[config.mk]
export PLATFORM = sky130hd
export DESIGN_NAME = vram_arbiter
export DESIGN_NICKNAME = d
export VERILOG_FILES = /design/src/rtl/vga_pkg.sv /design/src/rtl/vram_wr_fifo.sv /design/src/rtl/vram_arbiter.sv
export SDC_FILE = /design/constraint.sdc
export NUM_CORES = 1
export LEC_CHECK = 0
export CORE_MARGIN = 3
export CORE_UTILIZATION = 35
export CTS_BUF_LIST = sky130_fd_sc_hd__clkbuf_2 sky130_fd_sc_hd__clkbuf_4 sky130_fd_sc_hd__clkbuf_8
export DETAILED_ROUTE_END_ITERATION = 12
export SLEW_MARGIN = 10
export SYNTH_ARGS = -nofsm -noshare
export SYNTH_HDL_FRONTEND = slang
export SYNTH_HIERARCHICAL = 1
export SYNTH_SLANG_ARGS = --single-unit
[constraint.sdc]
create_clock -name PIX_CLK -period 3 [get_ports PIX_CLK]
set_clock_uncertainty 0.1 [all_clocks]
set_input_delay 0.45 -clock PIX_CLK [delete_from_list [all_inputs] [get_ports PIX_CLK]]
set_output_delay 0.45 -clock PIX_CLK [all_outputs]
set_load 0.02 [all_outputs]
[src/rtl/vga_pkg.sv]
// rtl/vga_pkg.sv - shared defaults and types for the VRAM arbiter
package vga_pkg;

  localparam int VGA_ADDR_W       = 19;
  localparam int VGA_FRAME_PIXELS = 307200;
  localparam int VGA_FIFO_DEPTH   = 4;

  typedef enum logic {
    ST_IDLE  = 1'b0,
    ST_CLEAR = 1'b1
  } fill_state_t;

  typedef enum logic [1:0] {
    GNT_NONE  = 2'd0,
    GNT_DISP  = 2'd1,
    GNT_CLEAR = 2'd2,
    GNT_HOST  = 2'd3
  } grant_t;

endpackage

[src/rtl/vram_wr_fifo.sv]
// rtl/vram_wr_fifo.sv - host write buffer, in-order, refuses push when full
module vram_wr_fifo #(
  parameter int WIDTH = 27,
  parameter int DEPTH = 4
) (
  input  logic                   clk,
  input  logic                   rst_n,
  input  logic                   push,
  input  logic [WIDTH-1:0]       push_data,
  input  logic                   pop,
  output logic [WIDTH-1:0]       pop_data,
  output logic                   full,
  output logic                   empty,
  output logic [$clog2(DEPTH):0] count
);

  localparam int PTR_W = $clog2(DEPTH);
  localparam int CNT_W = PTR_W + 1;

  logic [WIDTH-1:0] mem [DEPTH];
  logic [PTR_W-1:0] wr_ptr;
  logic [PTR_W-1:0] rd_ptr;
  logic             do_push;
  logic             do_pop;

  // A full buffer refuses a push even when the same cycle pops an entry.
  assign full     = (count == CNT_W'(DEPTH));
  assign empty    = (count == '0);
  assign do_push  = push & ~full;
  assign do_pop   = pop & ~empty;
  assign pop_data = mem[rd_ptr];

  // Entry storage; no reset needed since the pointers decide what is live.
  always_ff @(posedge clk) begin
    if (do_push) begin
      mem[wr_ptr] <= push_data;
    end
  end

  // Pointer and occupancy bookkeeping.
  always_ff @(posedge clk) begin
    if (!rst_n) begin
      wr_ptr <= '0;
      rd_ptr <= '0;
      count  <= '0;
    end else begin
      if (do_push) begin
        wr_ptr <= wr_ptr + PTR_W'(1);
      end
      if (do_pop) begin
        rd_ptr <= rd_ptr + PTR_W'(1);
      end
      case ({do_push, do_pop})
        2'b10:   count <= count + CNT_W'(1);
        2'b01:   count <= count - CNT_W'(1);
        default: count <= count;
      endcase
    end
  end

endmodule

[src/rtl/vram_arbiter.sv]
// rtl/vram_arbiter.sv - single-port pixel RAM arbiter: scanout > frame fill > host writes
module vram_arbiter
  import vga_pkg::*;
#(
  parameter int ADDR_W       = VGA_ADDR_W,
  parameter int FRAME_PIXELS = VGA_FRAME_PIXELS,
  parameter int FIFO_DEPTH   = VGA_FIFO_DEPTH
) (
  input  logic              PIX_CLK,
  input  logic              RST_N,
  input  logic              DISP_REQ,
  input  logic [ADDR_W-1:0] DISP_ADDR,
  output logic [7:0]        DISP_DATA,
  output logic              DISP_VALID,
  input  logic              HOST_VALID,
  output logic              HOST_READY,
  input  logic [ADDR_W-1:0] HOST_ADDR,
  input  logic [7:0]        HOST_WDATA,
  input  logic              CLEAR_START,
  input  logic [7:0]        CLEAR_COLOR,
  output logic              CLEAR_BUSY,
  output logic              MEM_EN,
  output logic              MEM_WE,
  output logic [ADDR_W-1:0] MEM_ADDR,
  output logic [7:0]        MEM_WDATA,
  input  logic [7:0]        MEM_RDATA
);

  localparam int ENTRY_W = ADDR_W + 8;
  localparam int CNT_W   = $clog2(FIFO_DEPTH) + 1;
  localparam logic [ADDR_W-1:0] LAST_ADDR = ADDR_W'(FRAME_PIXELS - 1);

  fill_state_t        state;
  grant_t             grant;
  logic [ADDR_W-1:0]  fill_addr;
  logic [7:0]         fill_color;
  logic               fill_last;
  logic               rst_done;
  logic               rd_pend;
  logic               push;
  logic               pop;
  logic               fifo_full;
  logic               fifo_empty;
  logic [CNT_W-1:0]   fifo_count;
  logic [ENTRY_W-1:0] fifo_rdata;

  // Ready comes from the registered occupancy and stays low until reset has been released.
  assign HOST_READY = rst_done & (fifo_count != CNT_W'(FIFO_DEPTH));
  assign push       = HOST_VALID & HOST_READY & ~fifo_full;

  vram_wr_fifo #(
    .WIDTH (ENTRY_W),
    .DEPTH (FIFO_DEPTH)
  ) u_wr_fifo (
    .clk       (PIX_CLK),
    .rst_n     (RST_N),
    .push      (push),
    .push_data ({HOST_ADDR, HOST_WDATA}),
    .pop       (pop),
    .pop_data  (fifo_rdata),
    .full      (fifo_full),
    .empty     (fifo_empty),
    .count     (fifo_count)
  );

  // Fixed-priority grant for the next RAM cycle; buffered host writes wait out a fill.
  always_comb begin
    grant = GNT_NONE;
    if (DISP_REQ) begin
      grant = GNT_DISP;
    end else if (state == ST_CLEAR) begin
      grant = GNT_CLEAR;
    end else if (!fifo_empty) begin
      grant = GNT_HOST;
    end
  end

  assign pop       = (grant == GNT_HOST);
  assign fill_last = (grant == GNT_CLEAR) && (fill_addr == LAST_ADDR);

  // Marks the first cycle after reset release so HOST_READY can rise.
  always_ff @(posedge PIX_CLK) begin
    if (!RST_N) begin
      rst_done <= 1'b0;
    end else begin
      rst_done <= 1'b1;
    end
  end

  // Fill FSM; CLEAR_BUSY covers the cycle the last fill write is on the RAM bus.
  always_ff @(posedge PIX_CLK) begin
    if (!RST_N) begin
      state      <= ST_IDLE;
      fill_addr  <= '0;
      fill_color <= '0;
      CLEAR_BUSY <= 1'b0;
    end else begin
      case (state)
        ST_IDLE: begin
          if (CLEAR_START && !CLEAR_BUSY) begin
            state      <= ST_CLEAR;
            fill_addr  <= '0;
            fill_color <= CLEAR_COLOR;
            CLEAR_BUSY <= 1'b1;
          end else begin
            CLEAR_BUSY <= 1'b0;
          end
        end
        ST_CLEAR: begin
          if (fill_last) begin
            state     <= ST_IDLE;
            fill_addr <= '0;
          end else if (grant == GNT_CLEAR) begin
            fill_addr <= fill_addr + ADDR_W'(1);
          end
        end
        default: begin
          state <= ST_IDLE;
        end
      endcase
    end
  end

  // Registered RAM port: the grant decided this cycle drives the RAM next cycle.
  always_ff @(posedge PIX_CLK) begin
    if (!RST_N) begin
      MEM_EN    <= 1'b0;
      MEM_WE    <= 1'b0;
      MEM_ADDR  <= '0;
      MEM_WDATA <= '0;
    end else begin
      case (grant)
        GNT_DISP: begin
          MEM_EN    <= 1'b1;
          MEM_WE    <= 1'b0;
          MEM_ADDR  <= DISP_ADDR;
          MEM_WDATA <= '0;
        end
        GNT_CLEAR: begin
          MEM_EN    <= 1'b1;
          MEM_WE    <= 1'b1;
          MEM_ADDR  <= fill_addr;
          MEM_WDATA <= fill_color;
        end
        GNT_HOST: begin
          MEM_EN    <= 1'b1;
          MEM_WE    <= 1'b1;
          MEM_ADDR  <= fifo_rdata[ENTRY_W-1:8];
          MEM_WDATA <= fifo_rdata[7:0];
        end
        default: begin
          MEM_EN <= 1'b0;
          MEM_WE <= 1'b0;
        end
      endcase
    end
  end

  // Scanout return path: track the read through the RAM's one-cycle latency, then capture it.
  always_ff @(posedge PIX_CLK) begin
    if (!RST_N) begin
      rd_pend    <= 1'b0;
      DISP_VALID <= 1'b0;
      DISP_DATA  <= '0;
    end else begin
      rd_pend    <= MEM_EN & ~MEM_WE;
      DISP_VALID <= rd_pend;
      if (rd_pend) begin
        DISP_DATA <= MEM_RDATA;
      end
    end
  end

endmodule

==> results.json, run 1 <==
{
  "hold_violations": 0,
  "place_area_um2": 8960,
  "setup_viol": 0,
  "grt_max_degree": 43,
  "vias_per_cell": 5.02,
  "layout.nets": 759,
  "grt.overflow.total": 0,
  "r2r-start": "u_wr_fifo/count[0]",
  "drive_gt1_share_pct": 13.8,
  "hpwl_um": 11500,
  "yosys_register_bits": 186,
  "arrival_ns": 1.96,
  "grt_pass1_vias": 5074,
  "drt_iter0_markers": 284,
  "synthFlopType": "edfxtp_1",
  "rr_endpoint": "u_wr_fifo/count[2]",
  "final.period_utilization_pct": 83.8,
  "cts.reportedPaths.clkPinSlew_ns": 0.10,
  "area_growth_pct": 24.8,
  "syn_inst": 575,
  "cp_max_fo": 5,
  "totalWireLength_um": 17400,
  "cts_setup_buffers": 0,
  "drv_cap": 0,
  "timing.hold.ws_ns": 0.364,
  "die_w_um": 153,
  "cellPowerDensity_nw_per_um2": 564,
  "final_cell_mix": "108 x edfxtp_1, 106 x clkdlybuf4s50_1, 79 x nor2_1, 77 x dfxtp_1, 41 x a21oi_1",
  "min_path_cells": 2,
  "avgSynthCellArea_um2": 13.1,
  "timing.fmax_mhz": 398,
  "clockBufferDepth": 2,
  "maxSlewViolCount": 0,
  "crit_required_ns": 2.45,
  "synth_area_um2": 7520,
  "syn_nets": 649,
  "num_antenna_cells": 0,
  "cts_num_sinks": 186,
  "grt_pass1_wl_um": 27600,
  "track_usage_pct": 15.0,
  "vdd_drop_max_mv": 0.285,
  "cts_root_buffer": "clkbuf_8",
  "gp_congestion": 0.786,
  "async_reset_ff_share_pct": 0,
  "register_area_um2": 4810,
  "status": "complete, no violations",
  "worstHoldStart": "fill_color[2]",
  "final_common_cell": "edfxtp_1",
  "path_class": "reg2out",
  "num_rows": 53,
  "die_h_um": 153,
  "vias": 4885,
  "htreeDepth": 4,
  "hold_buffers": 0,
  "leakage_nw": 3.17,
  "power_w": 0.00530,
  "rrSetupSlack_ns": 0.59,
  "yosysSeqAreaShare_pct": 63.9,
  "wire_per_inst_um": 17.9,
  "tns_ns": 0,
  "netlist-cell-type-count": 57,
  "relSlewSlack_pct": 44.6,
  "nFillCells": 1906,
  "numCtsBuffers": 17,
  "dr.pass1.iters": 4,
  "place.port_buffers": 106,
  "antenna_found_initial": 0,
  "io_pins": 107,
  "fin_area_um2": 9390,
  "insertion_delay_ns": 0.46,
  "dieArea_um2": 23300,
  "r2r_cells": 9,
  "yosys_warnings": 6,
  "rsz0062_at_grt": "no",
  "coreArea_um2": 21100,
  "ant_nets": 0,
  "initial_core_util_pct": 35.7,
  "worst_pin_slew_ns": 0.830,
  "hold_end": "fill_color[2]",
  "hold_path_class": "reg2reg",
  "multi_input_area_um2": 2490,
  "cp-start-kind": "flip-flop",
  "drc": 0,
  "crit_path_end_kind": "primary output",
  "cts_resized": 0,
  "synth_edf_count": 108,
  "min_period_ns": 2.51,
  "cts_tree": "built"
}
-- per-layer routing --
| metal | track usage (%) | vias up | wire (µm) |
|---|---|---|---|
| li1 | - | 2338 | - |
| met4 | 5.81 | 0 | 300 |
| met2 | 24.9 | 102 | 8790 |
| met5 | 0 | - | 0 |
| met1 | 19.3 | 2428 | 7740 |
| met3 | 3.12 | 17 | 569 |
-- state kept, by name, summed over array words and instances, names as in the netlist, named ones only --
register / cells
u_wr_fifo/mem: 108
MEM_ADDR: 19
fill_addr: 19
DISP_DATA: 8
MEM_WDATA: 8
fill_color: 8
u_wr_fifo/count: 3
u_wr_fifo/rd_ptr: 2
u_wr_fifo/wr_ptr: 2
CLEAR_BUSY: 1
DISP_VALID: 1
MEM_EN: 1
MEM_WE: 1
rd_pend: 1
rst_done: 1
state: 1
-- worst max path at each step --
stage	startpoint	endpoint	slack [ns]	depth (start not counted)
floorplan	DISP_REQ	u_wr_fifo/count[2]	0.24	11
global placement	DISP_REQ	u_wr_fifo/count[2]	0.24	9
detailed placement	DISP_REQ	u_wr_fifo/count[2]	0.19	9
finish	u_wr_fifo/count[0]	HOST_READY	0.49	3
global route	u_wr_fifo/count[1]	HOST_READY	0.36	3
CTS	u_wr_fifo/count[0]	HOST_READY	0.39	3
-- cells in the mapped netlist (all sizes together) (6+ instances only) --
cell    number  area, µm²
nor3         7       40.0
o22ai       18        113
nand2       34        130
nor2        81        314
nand4       10       68.8
o21ai       26        130
xor2         8       70.1
ha           6       75.1
nand3       14       80.1
buf         14        110
inv         11       41.3
and3         6       37.5
a21oi       42        221
clkbuf      19       72.6
dfxtp       78       1560
and2         7       43.8
mux4        27        608
mux2i       19        190
edfxtp     108       3240
-- per-stage QoR --
stage / setup slack (ns) / utilization (%) / instances
after global placement: 0.240 / 42.5 / 941
final: 0.487 / 44.5 / 973
after floorplan: 0.242 / - / 575
after detailed placement: 0.189 / 42.5 / 941
after CTS: 0.389 / 44.5 / 973
after global routing: 0.360 / 44.5 / 973
-- power breakdown --
| part | leakage, nW | switching (W) | internal (W) |
|---|---|---|---|
| Sequential | 1.62 | 0.0000543 | 0.00279 |
| Clock | 0.215 | 0.000920 | 0.000868 |
| Combinational | 1.34 | 0.000352 | 0.000312 |
-- cell type report --
class                   instances  area share (%)
multi-input cells             345            26.6
flip-flops and latches        186            51.2
well taps                     275            3.67
repair buffers                124            13.5
inverters                      11           0.440
clock inverters                14            1.93
clock buffers                  18            2.64
-- worst max-delay path, stage by stage (launching register included) --
cell and delay (ns):
dfxtp_1 0.46, nor2_1 0.07, a21boi_0 0.29, clkdlybuf4s50_1 0.69
-- cell families (layout without fill, tap and decap cells) --
group | Yosys count | in the layout | synth area share, %
flip-flops | 186 | 186 | 63.9
multiplexers | 46 | 46 | 10.6
buffers and inverters | 44 | 167 | 2.98
AO/OA/AOI/OAI | 100 | 100 | 7.65
AND/OR/NAND/NOR | 181 | 181 | 12.3
adder cells (fa/ha/maj) | 7 | 7 | 1.26
XOR/XNOR | 11 | 11 | 1.28
Power figures use the tool's default switching activity.
==> run 2: changes to the inputs <==
- clock period: 3 -> 2.5 ns (I/O delays scaled with it)
==> results.json, run 2 (synthesis results as in run 1) <==
{
  "cts.reportedPaths.clkPinSlew_ns": 0.10,
  "min_period_ns": 2.39,
  "dr.pass1.iters": 7,
  "cp-start-kind": "flip-flop",
  "totalWireLength_um": 18000,
  "vdd_drop_max_mv": 0.326,
  "rsz0062_at_grt": "no",
  "die_w_um": 153,
  "cts_num_sinks": 186,
  "area_growth_pct": 24.6,
  "rrSetupSlack_ns": 0.11,
  "drive_gt1_share_pct": 14.6,
  "switching_power_w": 0.00154,
  "die_h_um": 153,
  "gp_congestion": 0.807,
  "crit_path_end_kind": "flip-flop",
  "antenna_found_initial": 0,
  "insertion_delay_ns": 0.45,
  "vias": 5030,
  "cts_setup_buffers": 0,
  "reg.largest.list": "u_wr_fifo/mem x108, MEM_ADDR x19, fill_addr x19",
  "vias_per_cell": 5.17,
  "r2r_cells": 10,
  "worstHoldStart": "CLEAR_COLOR[2]",
  "leakage_nw": 3.18,
  "cts_root_buffer": "clkbuf_8",
  "drv_cap": 0,
  "final_common_cell": "edfxtp_1",
  "switching_share_pct": 24.8,
  "fin_cells": 973,
  "cp_max_fo": 5,
  "io_pins": 107,
  "grt_max_degree": 43,
  "p_int_w": 0.00468,
  "min_path_cells": 3,
  "arrival_ns": 2.67,
  "maxSlewViolCount": 0,
  "num_rows": 53,
  "setup_viol": 0,
  "grt_pass1_vias": 5141,
  "largest_reg_flops": 108,
  "clockBufferDepth": 2,
  "r2r-start": "u_wr_fifo/count[2]",
  "initial_core_util_pct": 35.7,
  "grt.overflow.total": 0,
  "hold_violations": 0,
  "status": "complete, no violations",
  "drt_iter0_markers": 350,
  "power_w": 0.00622,
  "place.port_buffers": 106,
  "timing.fmax_mhz": 418,
  "ant_nets": 0,
  "layout.nets": 759,
  "relSlewSlack_pct": 44.8,
  "htreeDepth": 4,
  "wire_per_inst_um": 18.5,
  "grt_pass1_wl_um": 28400,
  "cellPowerDensity_nw_per_um2": 664,
  "hold_end": "fill_color[2]",
  "comb_power_share_pct": 13.1,
  "coreArea_um2": 21100,
  "final.period_utilization_pct": 95.6,
  "numPlacedInstances": 941,
  "track_usage_pct": 15.5,
  "final_cell_mix": "108 x edfxtp_1, 106 x clkdlybuf4s50_1, 79 x nor2_1, 77 x dfxtp_1, 41 x a21oi_1",
  "hold_path_class": "in2reg",
  "num_antenna_cells": 0,
  "dieArea_um2": 23300,
  "numCtsBuffers": 17,
  "cts_resized": 0,
  "crit_required_ns": 2.78,
  "path_class": "reg2reg",
  "cts_tree": "built",
  "top_register": "u_wr_fifo/mem",
  "drc": 0,
  "hpwl_um": 12100,
  "seq_power_share_pct": 54.8,
  "rr_endpoint": "u_wr_fifo/count[2]",
  "worst_pin_slew_ns": 0.827,
  "power.share.clock_pct": 32.0,
  "hold_buffers": 0
}
run 2: worst max-delay path by stage:
stage / cells past startpoint / startpoint / slack [ns] / end
floorplan: 11 / DISP_REQ / 0.02 / u_wr_fifo/count[2]
global placement: 9 / DISP_REQ / -0.13 / u_wr_fifo/count[2]
detailed placement: 9 / DISP_REQ / -0.22 / u_wr_fifo/count[2]
CTS: 10 / u_wr_fifo/count[2] / 0.09 / u_wr_fifo/count[2]
global route: 10 / u_wr_fifo/count[2] / 0.004 / u_wr_fifo/count[2]
finish: 10 / u_wr_fifo/count[2] / 0.11 / u_wr_fifo/count[2]
run 2: metal layers:
metal	share of wire, %	global-route usage (%)	wire, µm	up-vias
met4	1.6	5.01	284	0
met5	0	0	0	-
met1	43	20.0	7760	2517
met2	51	26.3	9130	153
li1	-	-	-	2340
met3	4.5	3.12	817	20
run 2: power by group through the flow:
stage | sequential, W | clock, W | combinational, W
3_5_place_dp | 0.00348 | 0 | 0.000825
3_3_place_gp | 0.00348 | 0 | 0.000806
5_1_grt | 0.00342 | 0.00218 | 0.000885
4_1_cts | 0.00341 | 0.00205 | 0.000827
2_1_floorplan | 0.00352 | 0 | 0.000399
6_report | 0.00341 | 0.00199 | 0.000816
run 2: area by class of cell:
class	count	area, µm²
fill	1930	11700
sequential	186	4810
multi-input combinational	345	2520
timing repair buffer	124	1270
tap	275	344
clock buffer	20	269
clock inverter	12	124
inverter	11	41.3
run 2: critical path: stages, from the launching register on:
cell      delay, ns
dfxtp_1        0.41
nor3b_2        0.22
and3b_1        0.19
nor2b_1        0.14
inv_2          0.05
ha_2           0.17
inv_1          0.05
fa_1           0.37
xor2_1         0.16
or3_1          0.31
a21boi_1       0.15
run 2: through the flow:
| step | worst slack, ns | instance area, µm² | util [%] | setup TNS [ns] | hold WS (ns) |
|---|---|---|---|---|---|
| 6_report | 0.110 | 9380 | 44.5 | 0 | 0.364 |
| 5_1_grt | 0.00365 | 9380 | 44.5 | 0 | 0.346 |
| 4_1_cts | 0.0893 | 9380 | 44.5 | 0 | 0.343 |
| 3_5_place_dp | -0.219 | 8980 | 42.6 | -1.05 | 0.355 |
| 3_3_place_gp | -0.134 | 8980 | 42.6 | -0.201 | 0.347 |
| 2_1_floorplan | 0.0157 | 7560 | - | 0 | 0.303 |
==> run 3: changes to the inputs <==
- CORE_ASPECT_RATIO: default -> 0.8
==> results.json, run 3 (synthesis results as in run 1) <==
{
  "grt_pass1_wl_um": 28300,
  "vdd_drop_max_mv": 0.332,
  "place.port_buffers": 106,
  "hold_path_class": "reg2reg",
  "cp-start-kind": "flip-flop",
  "final.period_utilization_pct": 95.1,
  "grt_pass1_vias": 5059,
  "cts_root_buffer": "clkbuf_8",
  "switching_share_pct": 25.7,
  "p_int_w": 0.00466,
  "largest_reg_flops": 108,
  "seq_power_share_pct": 54.3,
  "min_period_ns": 2.38,
  "drc": 0,
  "cellPowerDensity_nw_per_um2": 667,
  "tns_ns": 0,
  "io_pins": 107,
  "rsz0062_at_grt": "no",
  "cts_setup_buffers": 0,
  "gr-usage-met1_pct": 21.8,
  "ant_nets": 0,
  "cpMostUsedCell": "a21boi_1",
  "drive_gt1_share_pct": 15.5,
  "hold_violations": 0,
  "arrival_ns": 2.67,
  "hpwl_um": 12200,
  "switching_power_w": 0.00161,
  "num_rows": 47,
  "dr.pass1.iters": 5,
  "track_usage_pct": 15.9,
  "busiest_layer": "met2",
  "cts_num_sinks": 186,
  "initial_core_util_pct": 36.0,
  "reg.largest.list": "u_wr_fifo/mem x108, MEM_ADDR x19, fill_addr x19",
  "path_class": "reg2reg",
  "num_antenna_cells": 0,
  "final_util_pct": 45.0,
  "numCtsBuffers": 17,
  "die_w_um": 170,
  "use_met2_pct": 25.4,
  "worst_pin_slew_ns": 0.490,
  "setup_viol": 0,
  "totalWireLength_um": 18200,
  "timing.fmax_mhz": 421,
  "layout.nets": 762,
  "vias": 4971,
  "dieArea_um2": 23300,
  "crit_path_end_kind": "flip-flop",
  "slowest_stage": "fa_1",
  "coreArea_um2": 20900,
  "relSlewSlack_pct": 67.3,
  "grtUsageMet3_pct": 3.49,
  "htreeDepth": 4,
  "wire_per_inst_um": 18.7,
  "insertion_delay_ns": 0.46,
  "crit_required_ns": 2.79,
  "final_cell_mix": "108 x edfxtp_1, 106 x clkdlybuf4s50_1, 79 x nor2_1, 74 x dfxtp_1, 41 x a21oi_1",
  "clockBufferDepth": 2,
  "die_h_um": 137,
  "area_growth_pct": 25.0,
  "status": "complete, no violations",
  "antenna_found_initial": 0,
  "fin_cells": 970,
  "cts.reportedPaths.clkPinSlew_ns": 0.09,
  "power.share.clock_pct": 32.5,
  "hold_buffers": 0,
  "leakage_nw": 3.18,
  "final_common_cell": "edfxtp_1",
  "grt.overflow.total": 0,
  "top_register": "u_wr_fifo/mem",
  "cts_resized": 0,
  "drt_iter0_markers": 334,
  "cp_slowest_stage_delay_ns": 0.39,
  "gp_congestion": 0.846,
  "cp_max_fo": 5,
  "crit_chain": "nor2_1, a21boi_1, and3b_1, nor2b_1, inv_2, ha_2, inv_1, fa_1, xor2_1, or3_1, a21boi_1",
  "vias_per_cell": 5.12,
  "maxSlewViolCount": 0,
  "drv_cap": 0,
  "cts_tree": "built",
  "comb_power_share_pct": 13.2,
  "numPlacedInstances": 938,
  "grt_max_degree": 43
}
==> run 3: cell count changes in the layout (fill, tap and decap cells not counted), sizes merged <==
cell	before	now
clkbuf	20	23
inv	14	16
bufinv	2	1
clkinv	7	1
clkinvlp	0	2
buf	18	21
==> run 3: area by class of cell <==
type / instances / area [µm²]
Fill cell: 1853 / 11500
Clock buffer: 23 / 298
Clock inverter: 9 / 103
Timing Repair Buffer: 127 / 1290
Inverter: 11 / 41.3
Tap cell: 269 / 337
Sequential cell: 186 / 4810
Multi-Input combinational cell: 345 / 2520
==> run 3: path summary, 6_finish.rpt <==
path,from,to,slack [ns],cells after the start
worst max-delay path,u_wr_fifo/count[1],u_wr_fifo/count[2],0.12,11
worst min-delay path,MEM_WE,rd_pend,0.33,1
worst min register to register,MEM_WE,rd_pend,0.33,1
worst max register to register,u_wr_fifo/count[1],u_wr_fifo/count[2],0.12,11
==> run 3: critical path: cells and delay by family, from the launching register on <==
family          cells  cell delay [ns]
simple gates        4             0.74
fa+ha+maj           2             0.57
flops               1             0.36
compound gates      2             0.25
xor+xnor            1             0.17
buf+inv             2             0.12
==> run 3: power by group through the flow <==
stage          sequential [W]  clock, W  combinational [W]
6_report              0.00341   0.00204           0.000826
5_1_grt               0.00342   0.00222           0.000895
4_1_cts               0.00341   0.00209           0.000834
3_5_place_dp          0.00348         0           0.000830
3_3_place_gp          0.00347         0           0.000815
2_1_floorplan         0.00352         0           0.000399
==> run 3: metrics by stage <==
step	power [W]	setup WS (ns)	hold slack, ns	area, µm²
4_1_cts	0.00634	0.0739	0.323	9400
5_1_grt	0.00654	0.0258	0.342	9400
6_report	0.00627	0.122	0.330	9400
3_5_place_dp	0.00431	-0.216	0.323	9000
2_1_floorplan	0.00392	0.0157	0.303	7560
3_3_place_gp	0.00429	-0.119	0.324	9000
==> run 3: layer usage <==
layer	wire, µm	vias to the layer above
met2	8580	136
met5	0	-
met4	280	0
met3	983	21
li1	-	2345
met1	8330	2469
